File: src/rtl/chroni_font_shifter_pkg.sv
// Shared constants and types for the Chroni font shifter: default widths,
// FIFO entry field layout and the shifter state encoding.
package chroni_font_shifter_pkg;

  localparam int PIX_W_DEF      = 4;
  localparam int FIFO_DEPTH_DEF = 4;

  // Entry layout, LSB first: {last, bg, fg, byte}. The fg/bg/last offsets
  // depend on the colour width, so they are derived by the helpers below.
  localparam int BYTE_LSB = 0;
  localparam int BYTE_W   = 8;
  localparam int FG_LSB   = BYTE_LSB + BYTE_W;

  function automatic int entry_width(input int pix_w);
    return BYTE_W + 2 * pix_w + 1;
  endfunction

  function automatic int bg_lsb(input int pix_w);
    return FG_LSB + pix_w;
  endfunction

  function automatic int last_bit(input int pix_w);
    return FG_LSB + 2 * pix_w;
  endfunction

  typedef enum logic {
    SHIFT_EMPTY  = 1'b0,
    SHIFT_LOADED = 1'b1
  } shift_state_e;

  localparam logic [7:0] UNDERRUN_MAX = 8'hFF;

endpackage

File: src/rtl/chroni_font_shifter_if.sv
// Font entry stream from the glyph decoder into the shifter (valid/ready).
interface chroni_font_shifter_if #(
  parameter int PIX_W = chroni_font_shifter_pkg::PIX_W_DEF
) ();

  logic             in_valid;
  logic             in_ready;
  logic [7:0]       in_font_byte;
  logic [PIX_W-1:0] in_fg;
  logic [PIX_W-1:0] in_bg;
  logic             in_last;

  // Decoder side: offers entries, sees back-pressure.
  modport master (
    output in_valid, in_font_byte, in_fg, in_bg, in_last,
    input  in_ready
  );

  // Shifter side: consumes entries, drives back-pressure.
  modport slave (
    input  in_valid, in_font_byte, in_fg, in_bg, in_last,
    output in_ready
  );

endinterface

File: src/rtl/chroni_font_shifter_sync_fifo.sv
// Small synchronous FIFO with one-bit-extended pointers; full/empty come from
// comparing pointer MSBs, so every slot is usable and wrap is natural.
module chroni_sync_fifo #(
  parameter int WIDTH = 17,
  parameter int DEPTH = 4
) (
  input  logic             clk,
  input  logic             reset,
  input  logic             clear,
  input  logic             push,
  input  logic [WIDTH-1:0] push_data,
  input  logic             pop,
  output logic             full,
  output logic             empty,
  output logic [WIDTH-1:0] head
);

  localparam int AW = $clog2(DEPTH);

  logic [AW:0]      wr_ptr_q, wr_ptr_d;
  logic [AW:0]      rd_ptr_q, rd_ptr_d;
  logic [WIDTH-1:0] mem_q [DEPTH];
  logic             do_push, do_pop;

  assign full  = (wr_ptr_q[AW] != rd_ptr_q[AW]) &&
                 (wr_ptr_q[AW-1:0] == rd_ptr_q[AW-1:0]);
  assign empty = (wr_ptr_q == rd_ptr_q);
  assign head  = mem_q[rd_ptr_q[AW-1:0]];

  // A push into a full FIFO is refused even if a pop happens on the same edge.
  assign do_push = push && !full;
  assign do_pop  = pop && !empty;

  // Pointer next-state: clear wins over traffic.
  always_comb begin
    // NOTE: every signal assigned here gets a default first, so no latch is inferred.
    wr_ptr_d = wr_ptr_q;
    rd_ptr_d = rd_ptr_q;
    if (clear) begin
      wr_ptr_d = '0;
      rd_ptr_d = '0;
    end else begin
      if (do_push) wr_ptr_d = wr_ptr_q + 1'b1;
      if (do_pop)  rd_ptr_d = rd_ptr_q + 1'b1;
    end
  end

  // Pointer registers with synchronous reset.
  always_ff @(posedge clk) begin
    // NOTE: sequential state uses non-blocking assignments so all registers update together.
    if (reset) begin
      wr_ptr_q <= '0;
      rd_ptr_q <= '0;
    end else begin
      wr_ptr_q <= wr_ptr_d;
      rd_ptr_q <= rd_ptr_d;
    end
  end

  // Storage write; contents are only meaningful behind the pointers.
  always_ff @(posedge clk) begin
    // NOTE: the storage array is deliberately not reset; empty/full come from the pointers alone.
    if (do_push && !clear && !reset) begin
      mem_q[wr_ptr_q[AW-1:0]] <= push_data;
    end
  end

endmodule

File: src/rtl/chroni_font_shifter.sv
// Chroni font shifter: buffers glyph-row entries and serialises each byte
// MSB-first into colour-index pixels, one per pixel strobe, showing the border
// colour outside the display window or when starved.
module chroni_font_shifter
  import chroni_font_shifter_pkg::*;
#(
  parameter int FIFO_DEPTH = FIFO_DEPTH_DEF,
  parameter int PIX_W      = PIX_W_DEF
) (
  input  logic                  clk,
  input  logic                  reset,
  input  logic                  flush,
  chroni_font_shifter_if.slave  in_if,
  input  logic                  pix_en,
  input  logic                  active,
  input  logic [PIX_W-1:0]      border_color,
  output logic [PIX_W-1:0]      pix_out,
  output logic                  line_done,
  output logic                  underrun,
  output logic [7:0]            underrun_count
);

  localparam int ENTRY_W  = entry_width(PIX_W);
  localparam int BG_LSB   = bg_lsb(PIX_W);
  localparam int LAST_BIT = last_bit(PIX_W);

  logic [ENTRY_W-1:0] push_data, head;
  logic               fifo_full, fifo_empty;
  logic               push, pop;

  shift_state_e     state_q, state_d;
  logic [7:0]       sr_q, sr_d;
  logic [PIX_W-1:0] fg_q, fg_d;
  logic [PIX_W-1:0] bg_q, bg_d;
  logic             last_q, last_d;
  logic [2:0]       cnt_q, cnt_d;
  logic [PIX_W-1:0] pix_q, pix_d;
  logic             line_done_q, line_done_d;
  logic             underrun_q, underrun_d;
  logic [7:0]       ucnt_q, ucnt_d;
  logic             strobe;
  logic             load;

  assign in_if.in_ready = !fifo_full && !flush && !reset;
  assign push           = in_if.in_valid && in_if.in_ready;
  assign push_data      = {in_if.in_last, in_if.in_bg, in_if.in_fg, in_if.in_font_byte};
  assign strobe         = pix_en && active;

  chroni_sync_fifo #(
    .WIDTH (ENTRY_W),
    .DEPTH (FIFO_DEPTH)
  ) u_fifo (
    .clk       (clk),
    .reset     (reset),
    .clear     (flush),
    .push      (push),
    .push_data (push_data),
    .pop       (pop),
    .full      (fifo_full),
    .empty     (fifo_empty),
    .head      (head)
  );

  // Shifter next-state, pixel selection, pulses and FIFO pop request.
  always_comb begin
    state_d     = state_q;
    sr_d        = sr_q;
    fg_d        = fg_q;
    bg_d        = bg_q;
    last_d      = last_q;
    cnt_d       = cnt_q;
    pix_d       = pix_q;
    line_done_d = 1'b0;
    underrun_d  = 1'b0;
    ucnt_d      = ucnt_q;
    load        = 1'b0;
    pop         = 1'b0;

    if (flush) begin
      state_d = SHIFT_EMPTY;
      cnt_d   = '0;
      pix_d   = border_color;
    end else begin
      case (state_q)
        SHIFT_EMPTY: begin
          if (pix_en) pix_d = border_color;
          if (strobe) begin
            underrun_d = 1'b1;
            if (ucnt_q != UNDERRUN_MAX) ucnt_d = ucnt_q + 8'd1;
          end
          // Loading from the FIFO does not wait for a pixel strobe.
          if (!fifo_empty) load = 1'b1;
        end
        SHIFT_LOADED: begin
          if (strobe) begin
            pix_d = sr_q[7] ? fg_q : bg_q;
            sr_d  = {sr_q[6:0], 1'b0};
            cnt_d = cnt_q + 3'd1;
            if (cnt_q == 3'd7) begin
              line_done_d = last_q;
              // Reload on the same edge as the 8th pixel so glyphs abut seamlessly.
              if (!fifo_empty) load = 1'b1;
              else             state_d = SHIFT_EMPTY;
            end
          end else if (pix_en) begin
            pix_d = border_color;
          end
        end
        default: state_d = SHIFT_EMPTY;
      endcase

      if (load) begin
        pop     = 1'b1;
        state_d = SHIFT_LOADED;
        sr_d    = head[BYTE_LSB +: BYTE_W];
        fg_d    = head[FG_LSB +: PIX_W];
        bg_d    = head[BG_LSB +: PIX_W];
        last_d  = head[LAST_BIT];
        cnt_d   = '0;
      end
    end
  end

  // Shifter state and output registers with synchronous reset.
  always_ff @(posedge clk) begin
    if (reset) begin
      state_q     <= SHIFT_EMPTY;
      sr_q        <= '0;
      fg_q        <= '0;
      bg_q        <= '0;
      last_q      <= 1'b0;
      cnt_q       <= '0;
      pix_q       <= '0;
      line_done_q <= 1'b0;
      underrun_q  <= 1'b0;
      ucnt_q      <= '0;
    end else begin
      state_q     <= state_d;
      sr_q        <= sr_d;
      fg_q        <= fg_d;
      bg_q        <= bg_d;
      last_q      <= last_d;
      cnt_q       <= cnt_d;
      pix_q       <= pix_d;
      line_done_q <= line_done_d;
      underrun_q  <= underrun_d;
      ucnt_q      <= ucnt_d;
    end
  end

  assign pix_out        = pix_q;
  assign line_done      = line_done_q;
  assign underrun       = underrun_q;
  assign underrun_count = ucnt_q;

endmodule
File: src/flat_wrapper.sv
// flat-port wrapper written by rule: the top's interface ports become plain ports
module chroni_font_shifter_flat import chroni_font_shifter_pkg::*;
#(
  parameter int FIFO_DEPTH = FIFO_DEPTH_DEF,
  parameter int PIX_W      = PIX_W_DEF
)
  (clk, reset, flush, pix_en, active, border_color, pix_out, line_done, underrun, underrun_count, in_if_in_valid, in_if_in_font_byte, in_if_in_fg, in_if_in_bg, in_if_in_last, in_if_in_ready);
  chroni_font_shifter_if #(.PIX_W(PIX_W)) in_if_i ();
  input  logic clk;
  input  logic reset;
  input  logic flush;
  input  logic pix_en;
  input  logic active;
  input  logic [PIX_W-1:0] border_color;
  output logic [PIX_W-1:0] pix_out;
  output logic line_done;
  output logic underrun;
  output logic [7:0] underrun_count;
  input wire logic [$bits(in_if_i.in_valid)-1:0] in_if_in_valid;
  input wire logic [$bits(in_if_i.in_font_byte)-1:0] in_if_in_font_byte;
  input wire logic [$bits(in_if_i.in_fg)-1:0] in_if_in_fg;
  input wire logic [$bits(in_if_i.in_bg)-1:0] in_if_in_bg;
  input wire logic [$bits(in_if_i.in_last)-1:0] in_if_in_last;
  output wire logic [$bits(in_if_i.in_ready)-1:0] in_if_in_ready;
  assign in_if_i.in_valid = in_if_in_valid;
  assign in_if_i.in_font_byte = in_if_in_font_byte;
  assign in_if_i.in_fg = in_if_in_fg;
  assign in_if_i.in_bg = in_if_in_bg;
  assign in_if_i.in_last = in_if_in_last;
  assign in_if_in_ready = in_if_i.in_ready;
  chroni_font_shifter #(.FIFO_DEPTH(FIFO_DEPTH), .PIX_W(PIX_W)) u_core (.clk(clk), .reset(reset), .flush(flush), .in_if(in_if_i), .pix_en(pix_en), .active(active), .border_color(border_color), .pix_out(pix_out), .line_done(line_done), .underrun(underrun), .underrun_count(underrun_count));
endmodule
File: config.mk
export PLATFORM = sky130hd
export DESIGN_NAME = chroni_font_shifter_flat
export DESIGN_NICKNAME = d
export VERILOG_FILES = /design/src/rtl/chroni_font_shifter_pkg.sv /design/src/rtl/chroni_font_shifter_if.sv /design/src/rtl/chroni_font_shifter_sync_fifo.sv /design/src/rtl/chroni_font_shifter.sv /design/src/flat_wrapper.sv
export SDC_FILE = /design/constraint.sdc
export NUM_CORES = 1
export LEC_CHECK = 0
export ABC_CLOCK_PERIOD_IN_PS = 2550
export CAP_MARGIN = 25
export CELL_PAD_IN_SITES_DETAIL_PLACEMENT = 1
export CELL_PAD_IN_SITES_GLOBAL_PLACEMENT = 1
export CORE_MARGIN = 2
export CORE_UTILIZATION = 47
export CTS_CLUSTER_SIZE = 10
export DETAILED_ROUTE_END_ITERATION = 8
export GPL_TIMING_DRIVEN = 0
export PLACE_DENSITY = 0.9
export SYNTH_ARGS = -nofsm -noshare
export SYNTH_HDL_FRONTEND = slang
export SYNTH_SLANG_ARGS = --single-unit
File: constraint.sdc
create_clock -name clk -period 2.55 [get_ports clk]
set_clock_uncertainty 0.15 [all_clocks]
set_input_delay 0.255 -clock clk [delete_from_list [all_inputs] [get_ports clk]]
set_output_delay 0.255 -clock clk [all_outputs]
set_load 0.01 [all_outputs]
; Word-level counts from Yosys, hierarchy flattened
; Memories as Yosys holds them, arrays and structs flattened. A register that Yosys moved wholly into a read port is not among the register bits.
; Cells that the tools add are included.
[classes]
bitwise_logic = 4
eq_ne = 5
mul = 0
n_mux = 24
magnitude_cmp = 0
shifts = 0
add_sub_neg = 4
reduce_logical = 23
n_div = 0
[op_table]
columns = operator, n
row1 = two-way mux 8 bit, 3
row2 = two-way mux 4 bit, 4
row3 = two-way mux 1 bit, 13
row4 = "adder 3 x 1 -> 3 bit, second input constant", 3
row5 = logical AND 1 bit, 9
row6 = "adder 8 x 1 -> 8 bit, second input constant", 1
row7 = "inequality test 8 bit, second input constant", 1
row8 = one-hot mux 4 bit (2 select lines), 1
row9 = OR reduction 3 bit, 2
row10 = OR reduction 5 bit, 1
row11 = zero test 1 bit, 4
row12 = two-way mux 2 bit, 2
row13 = inverter 1 bit, 4
row14 = AND reduction 2 bit, 2
row15 = AND reduction 4 bit, 1
row16 = nonzero test 2 bit, 2
row17 = equality test 3 bit, 1
row18 = "equality test 3 bit, second input constant", 1
row19 = AND reduction 3 bit, 1
row20 = equality test 2 bit, 1
row21 = one-hot mux 1 bit (2 select lines), 1
row22 = OR reduction 2 bit, 1
row23 = inequality test 1 bit, 1
[word_totals]
word_cells = 73
out_inout_bits = 15
register_bits = 41
mem_bits_ro = 0
inputBits = 27
n_memories = 1
ram_bits = 68
latch_bits = 0
[memory_table]
columns = name, words, width, read_ports, rd_clocked_by_memory_dff, wr, line_no
row1 = u_core.u_fifo.mem_q, 4, 17, 1, 1, 1, chroni_font_shifter_sync_fifo.sv:22  ; logic [WIDTH-1:0] mem_q [DEPTH];

; Longest topological paths before layout
; Gate-level depths: netlist of run 1.
[logic_depth]
depth_word = 11
depth_mapped = 7
mapped_depth_nobuf = 6

; By module
; From an unflattened synthesis of run 1, not the netlist that was laid out.
[hier_totals]
cells_unflattened = 323
hier_area_um2 = 4603.2
[by_module_without_submodules]
columns = module, seq_area_each_um2, instances, area_each_um2, cells_per_inst
row1 = chroni_sync_fifo, 2202.1, 1, 3019.1, 157
row2 = chroni_font_shifter, 700.7, 1, 1584.0, 166

; Worst setup path before layout of run 1
; OpenSTA, ideal clock, no wires.
[synth_timing]
path_kind = register to register
startpoint = register u_core.u_fifo.wr_ptr_q[2]
endpoint = memory u_core.u_fifo.mem_q[3][0], enable pin
path_buffers = 1
stages_incl_launch_ff = 5
period_less_slack_ps = 2094
t_required_ps = 2025
slack_ps = 456
arrival_ps = 1569
setup_time_ps = 375
path_cell_list = dfxtp_1 xnor2_1 o311a_1 clkbuf_1 and2_1
[synth_between]
elab_chain_cells = 11
[synth_rtl]
columns = element, line_no
row1 = from (decl), chroni_font_shifter_sync_fifo.sv:20  ; logic [AW:0] wr_ptr_q, wr_ptr_d;
row2 = from (signal assigned), chroni_font_shifter_sync_fifo.sv:55  ; wr_ptr_q <= wr_ptr_d;
row3 = inequality test 1 bit *, chroni_font_shifter_sync_fifo.sv:25  ; assign full = (wr_ptr_q[AW] != rd_ptr_q[AW]) &&
row4 = logical AND 1 bit *, chroni_font_shifter_sync_fifo.sv:25
row5 = zero test 1 bit *, "chroni_font_shifter_sync_fifo.sv:31, chroni_font_shifter.sv:44"
row6 = logical AND 1 bit (2 in a row), chroni_font_shifter.sv:44  ; assign in_if.in_ready = !fifo_full && !flush && !reset;
row7 = logical AND 1 bit, chroni_font_shifter.sv:45  ; assign push = in_if.in_valid && in_if.in_ready;
row8 = logical AND 1 bit *, chroni_font_shifter_sync_fifo.sv:31  ; assign do_push = push && !full;
row9 = logical AND 1 bit * (2 in a row), chroni_font_shifter_sync_fifo.sv:63  ; if (do_push && !clear && !reset) begin
row10 = two-way mux 1 bit *, chroni_font_shifter_sync_fifo.sv:63
row11 = two-way mux 1 bit (implied by the code) *, chroni_font_shifter_sync_fifo.sv:64  ; mem_q[wr_ptr_q[AW-1:0]] <= push_data;
row12 = to (decl), chroni_font_shifter_sync_fifo.sv:22
; Mark *: on every way between the ends. The rest lies on a longest branch, timed or not.

; Worst setup path in the final report of run 1
[layout_timing]
startpoint = input port flush
endpoint = output port in_if_in_ready
[layout_between]
elab_chain_cells = 3
[layout_rtl]
columns = element, line_no
row1 = from (decl), flat_wrapper.sv:11  ; input logic flush;
row2 = zero test 1 bit, chroni_font_shifter.sv:44
row3 = logical AND 1 bit (2 in a row), chroni_font_shifter.sv:44
row4 = to (decl), flat_wrapper.sv:24  ; output wire logic [$bits(in_if_i.in_ready)-1:0] in_if_in_ready;
; No other way between the ends.

==> summary.md, run 1 <==
| Metric | Value |
|---|---|
| RSZ-0062 raised after global routing | no |
| Total power | 3.152 mW |
| Final Critical Period | 2.415 ns |
| Post-Synth Adder-Cell Area | 2.235% |
| Status | completed |
| Main synth FF type | edfxtp_1 |
| Synthesized cell area | 4479 um2 |
| Final Util | 56.71% |
| Static leakage | 1.685 nW |
| Final setup viols | 0 |
| Post-DRT Antenna Nets | 0 |
| Count of cell types in the netlist | 44 |
| WP data arrival | 2.01 ns |
| Largest net degree at the start of global routing | 22 |
| Combinational share of power | 6.3% |
| Initial Util | 48.48% |
| CP startpoint kind | input pin |
| RD Place Congestion | 0.8328 |
| Worst ir drop on vdd | 0.3898 mV |
| Layout cells sized above 1 | 13.79% |
| Drt total wl | 9339 um |
| Clock-pin slew on the worst setup and hold paths | 0.09 ns |
| Die Y | 101.6 um |
| Ports | 42 |
| Hold_buf cts | 0 |
| Compound-Gate Fraction of Synth Area | 8.659% |
| Avg Synthesized Cell Area | 13.91 um2 |
| Clk_lat worst skew | 0.37 ns |
| Total core area | 9240 um2 |
| Clk network pwr share | 32.1% |
| Final Hold Vio Count | 0 |
| Layout overhead on the synthesized area | 16.98% |
| Antenna violations before repair | 0 |
| Slew Limit Fails | 0 |
| Multiplexer area fraction after synthesis | 9.916% |
| Overflow after GRT | 0 |
| CTS root buf | clkbuf_8 |
| Yosys warns | 0 |
| H-tree depth | 3 |
| Largest family of logic cells by synthesized area | multiplexers |
| Critical R2R Launch | u_core.u_fifo.wr_ptr_q[2] |
| Synth Area in XOR/XNOR | 2.737% |
| Int Power | 2.405 mW |
| Mapped Cells | 322 |
| Remaining DRCs | 0 |
| N_diodes | 0 |
| Port Buffer Count | 40 |
| Asr flop ratio synth | 0% |
| Vias in the first global route | 3076 |
| Total Die Area | 10330 um2 |
| Pre-Repair DR Iteration Count | 5 |
| Die W | 101.6 um |
| Inserted Clock Buffers | 9 |
| Sequential area share after synthesis | 64.80% |
| Seq pwr share | 61.5% |
| MaxCap Viol Count | 0 |
| Gr usage total | 19.94% |
| First-pass GRT wire length | 15620 um |
| Power Density | 601.4 nW/um2 |
| Sw Share | 23.68% |
| Switching power | 0.7464 mW |
| Max clock buf depth | 2 |
| Row Count | 35 |
| DP Area | 5041 um2 |
| Wire length per cell | 18.46 um |
| Hold Path Class | input pin to register |
| Design Area, Final | 5240 um2 |
| Detailed Place HPWL | 6737 um |
| FF+latch count, synth | 111 |
| Worst EP required | 2.14 ns |
| TritonCTS clock tree | done |
| Clock sinks | 111 |
| Slew @ Worst Pin | 0.5885 ns |
| Initial DRC Count | 96 |
| Crit-path max FO | 10 |
| Fmax | 414.1 MHz |
| Number of nets in the layout | 407 |
| EDFF count, synth | 68 |
| Via/cell ratio | 5.460 |
| Crit path launch | flush |
| Post-Synth Simple-Gate Area | 9.385% |
| Worst Hold Launch | pix_en |
| Post-CTS Setup Inserts | 0 |
| Final Cycle Share | 94.70% |
| Setup crit end kind | primary output |
| Syn Nets | 357 |
| Rel. slew slack | 60.77% |
| Vias | 2763 |
| WS Path Type | input pin to primary output |
-- per-layer routing --
layer | routed length (um) | vias up | GRT usage (%)
met5 | 0 | - | 0
met4 | 120 | 0 | 6.757
met3 | 308 | 11 | 2.899
met2 | 4845 | 59 | 35.68
met1 | 4065 | 1384 | 24.74
li1 | - | 1309 | -
-- path summary, 6_finish.rpt --
path,slack [ns],to,cells after the start
max,0.14,in_if_in_ready,5
min reg2reg,0.31,u_core.line_done,2
max reg2reg,0.26,u_core.u_fifo.mem_q[3][11],4
min,0.21,u_core.line_done,3
-- final cells by class --
type | count | area, um2
plain buffers | 19 | 91.34
repair buffers | 40 | 400.4
multi-input cells | 189 | 1483
well taps | 129 | 161.4
flip-flops and latches | 111 | 2903
clock buffers | 9 | 123.9
clock inverters | 7 | 70.07
fillers | 921 | 4000
inverters | 2 | 7.507
-- layout by cell type, fill, tap and decap left out, types with 2 or more instances in the layout --
cell | synthesis | final
nand2_1 | 24 | 24
o21ai_0 | 13 | 13
mux4_2 | 17 | 17
o211ai_1 | 2 | 2
dfxtp_1 | 43 | 43
inv_1 | 2 | 2
clkbuf_8 | 0 | 9
and3_1 | 3 | 3
mux2i_1 | 5 | 5
buf_2 | 6 | 6
nand3b_1 | 10 | 10
a21oi_1 | 27 | 27
inv_8 | 0 | 2
ha_1 | 8 | 8
clkinv_4 | 0 | 2
edfxtp_1 | 68 | 68
and2_2 | 0 | 4
nor2_1 | 23 | 23
clkbuf_1 | 11 | 9
xor2_1 | 8 | 8
nand2b_1 | 3 | 3
nor2b_1 | 2 | 2
clkdlybuf4s50_1 | 0 | 40
a311oi_1 | 7 | 7
nand3_1 | 3 | 3
o2111ai_1 | 2 | 2
xnor2_1 | 6 | 6
o22ai_1 | 4 | 4
-- critical path: stages --
cell	delay, ns
clkdlybuf4s50_1	0.45
clkbuf_2	0.21
or2_4	0.33
a31oi_1	0.19
clkdlybuf4s50_1	0.57
-- cell families after synthesis --
family,count (synthesis)
fa+ha+maj,8
simple gates,82
flops,111
xor+xnor,14
compound gates,62
buf+inv,22
mux,23
-- power groups by stage --
stage               logic, mW  registers (mW)  clock network, mW
finish                  0.200            1.94               1.01
global route            0.219            1.94               1.10
CTS                     0.201            1.94               1.03
detailed placement      0.200            1.98                  0
global placement        0.190            1.98                  0
floorplan              0.0994            1.98                  0
-- metrics by stage --
step	cells	setup slack [ns]	setup TNS (ns)	hold WS, ns
finish	506	0.1351	0	0.2070
global route	506	0.06954	0	0.2180
CTS	506	0.02128	0	0.1967
detailed placement	491	-0.5305	-32.62	0.2900
global placement	491	-0.4246	-27.88	0.2916
floorplan	322	0.4562	0	0.2039
-- what timing repair did --
action,4_1_cts,5_1_grt
resized for setup,5,1
setup endpoints to repair,69,1
cloned,0,0
-- synth_stat cells, drive strengths merged, types with 3 or more instances --
cell type   n  area, um2
mux4       17      382.9
a21oi      27      135.1
xnor2       6      52.55
nand3b     10      75.07
edfxtp     68       2042
nand3       3      15.01
nand2b      3      18.77
buf         9      52.55
and3        3      18.77
dfxtp      43      860.8
o22ai       4      25.02
xor2        8      70.07
nor2       23      86.33
nand2      24      90.09
mux2i       5      50.05
ha          8      100.1
a311oi      7      61.31
clkbuf     11      41.29
and2        6      37.54
o21ai      13      65.06
-- sequential cells by signal, indices dropped and copies added (netlist names), 3 cells and up, named ones only --
register / flops
u_core.underrun_count: 8
u_core.fg_q: 4
u_core.sr_q: 8
u_core.u_fifo.wr_ptr_q: 3
u_core.bg_q: 4
u_core.cnt_q: 3
u_core.u_fifo.mem_q: 68
u_core.pix_out: 4
u_core.u_fifo.rd_ptr_q: 3
Note: power is estimated with default switching activity, not from simulation.
==> run 2, diff against run 1 <==
==> constraint.sdc (replaced) <==
create_clock -name clk -period 2.55 [get_ports clk]
set_clock_uncertainty 0.15 [all_clocks]
set_input_delay 0.255 -clock clk [delete_from_list [all_inputs] [get_ports clk]]
set_output_delay 0.255 -clock clk [all_outputs]
set_load 0.1 [all_outputs]
==> run 2 against run 1 <==
Non-clock buffer count rose by 1; final cell count increased by 0.20%; worst hold slack improved by 0.0063 ns; clock power increased by 4%; final area is 0.36% higher; worst setup slack improved by 0.00090 ns; largest power group unchanged; highest routed layer unchanged.
==> summary.md, run 2 (same netlist as run 1, synthesis figures left out) <==
| Metric | Value |
|---|---|
| Status | completed (unchanged) |
| Crit path largest cell delay | 0.42 ns (was 0.57 ns) |
| Slowest CP cell | clkdlybuf4s50_1 (unchanged) |
| Total core area | 9240 um2 (unchanged) |
| Crit-path max FO | 10 (unchanged) |
| Row Count | 35 (unchanged) |
| MaxCap Viol Count | 0 (unchanged) |
| Remaining DRCs | 0 (unchanged) |
| N_diodes | 0 (unchanged) |
| Clock-pin slew on the worst setup and hold paths | 0.11 ns (was 0.09 ns) |
| Max clock buf depth | 2 (unchanged) |
| Initial DRC Count | 127 (was 96) |
| Clk_lat worst skew | 0.38 ns (was 0.37 ns) |
| WS Path Type | input pin to primary output (unchanged) |
| Worst hold margin | 0.2133 ns (was 0.2070 ns) |
| Overflow after GRT | 0 (unchanged) |
| Fmax | 414.2 MHz (was 414.1 MHz) |
| Final Critical Period | 2.414 ns (was 2.415 ns) |
| Most frequent CP cell | clkbuf_1 (was clkdlybuf4s50_1) |
| CP bufs+invs | 4 (was 3) |
| Vias in the first global route | 3009 (was 3076) |
| Hold Path Class | input pin to register (unchanged) |
| Antenna violations before repair | 0 (unchanged) |
| Via/cell ratio | 5.432 (was 5.460) |
| Rel. slew slack | 34.72% (was 60.77%) |
| Power Density | 616.7 nW/um2 (was 601.4 nW/um2) |
| Post-DRT Antenna Nets | 0 (unchanged) |
| Final Cycle Share | 94.67% (was 94.70%) |
| Die Y | 101.6 um (unchanged) |
| Detailed Place HPWL | 6614 um (was 6737 um) |
| Commonest non-fill, non-tap cell in the layout | edfxtp_1 (unchanged) |
| Most frequent cells in the layout | edfxtp_1, dfxtp_1, clkdlybuf4s50_1 (unchanged) |
| WP data arrival | 2.01 ns (about the same) |
| Slew Limit Fails | 0 (unchanged) |
| CP startpoint kind | input pin (unchanged) |
| Final setup viols | 0 (unchanged) |
| First-pass GRT wire length | 15480 um (was 15620 um) |
| RD Place Congestion | 0.8358 (was 0.8328) |
| Number of nets in the layout | 408 (was 407) |
| Inserted Clock Buffers | 9 (unchanged) |
| Ports | 42 (unchanged) |
| Wire length per cell | 18.93 um (was 18.46 um) |
| Drt total wl | 9598 um (was 9339 um) |
| Die W | 101.6 um (unchanged) |
| Cells after DPL | 491 (unchanged) |
| Port Buffer Count | 40 (unchanged) |
| Static leakage | 1.688 nW (was 1.685 nW) |
| Worst ir drop on vdd | 0.4785 mV (was 0.3898 mV) |
| Vias | 2754 (was 2763) |
| DP Area | 5047 um2 (was 5041 um2) |
| CTS root buf | clkbuf_8 (unchanged) |
| Finished Layout Cells | 507 (was 506) |
| Pre-Repair DR Iteration Count | 4 (was 5) |
| Setup crit end kind | primary output (unchanged) |
| Gr usage total | 20.03% (was 19.94%) |
| Slew @ Worst Pin | 0.9761 ns (was 0.5885 ns) |
| Worst EP required | 2.14 ns (about the same) |
| Initial Util | 48.48% (unchanged) |
| Clock sinks | 111 (unchanged) |
| CP top delay family | buffers and inverters (unchanged) |
| TritonCTS clock tree | done (unchanged) |
| Fill count | 915 (was 921) |
| Largest net degree at the start of global routing | 23 (was 22) |
| Final Hold Vio Count | 0 (unchanged) |
| Layout overhead on the synthesized area | 17.40% (was 16.98%) |
| Design Area, Final | 5259 um2 (was 5240 um2) |
| Max reg flops | 68 (unchanged) |
| H-tree depth | 3 (unchanged) |
| Layout cells sized above 1 | 14.02% (was 13.79%) |
| Total Die Area | 10330 um2 (unchanged) |
| RSZ-0062 raised after global routing | no (unchanged) |
| Cells along the critical path | clkdlybuf4s50_1 > clkbuf_1 > or2_2 > clkbuf_1 > a31oi_2 > buf_6 (was clkdlybuf4s50_1 > clkbuf_2 > or2_4 > a31oi_1 > clkdlybuf4s50_1) |
-- run 2: what timing repair did --
action / in CTS / in global routing
buffers inserted: 0 / 0
endpoints found under the setup margin: 69 / 1
resized for setup: 10 / 1
hold buffers: 0 / 0
-- run 2: through the flow --
| stage | util (%) | power (mW) | setup TNS, ns | setup WS (ns) |
|---|---|---|---|---|
| finish | 56.91 | 3.243 | 0 | 0.1360 |
| global route | 56.91 | 3.354 | 0 | 0.02697 |
| CTS | 56.87 | 3.265 | 0 | 0.07985 |
| detailed placement | 54.62 | 2.228 | -29.99 | -0.7205 |
| global placement | 54.62 | 2.216 | -27.10 | -0.7441 |
| floorplan | - | 2.128 | 0 | 0.1672 |
-- run 2: worst register-to-register path: stages (launching register included) --
cell      delay, ns
dfxtp_1        0.36
xnor2_1        0.39
o311a_1        0.20
clkbuf_1       0.31
and2_2         0.53
-- run 2: layout make-up --
type	count	area, um2	area share [%]
plain buffers	20	93.84	1.784
clock buffers	9	123.9	2.355
clock inverters	7	81.33	1.547
inverters	2	7.507	0.1428
multi-input cells	189	1486	28.27
flip-flops and latches	111	2903	55.20
well taps	129	161.4	3.069
repair buffers	40	401.6	7.637
-- run 2: final timing paths --
check,endpoint,slack (ns),startpoint,cells past startpoint
min,u_core.line_done,0.21,pix_en,3
max,in_if_in_ready,0.14,flush,6
min reg2reg,u_core.cnt_q[2],0.33,u_core.cnt_q[2],2
max reg2reg,u_core.u_fifo.mem_q[1][5],0.25,u_core.u_fifo.wr_ptr_q[2],4
-- run 2: report_power, final --
part           internal, mW  total, mW  leakage, nW  switching, mW
registers              1.93       1.94        0.962         0.0125
clock network         0.393       1.05        0.103          0.661
logic                0.0963      0.250        0.622          0.154
total                  2.42       3.24         1.69          0.828
-- run 2: per-layer routing --
metal  vias to the layer above  part of all wire, %  GRT usage, %
li1                       1317                    -             -
met1                      1363                   42         23.62
met3                        13                  3.4         4.279
met2                        61                   53         36.59
met4                         0                  1.3         5.925
met5                         -                    0             0
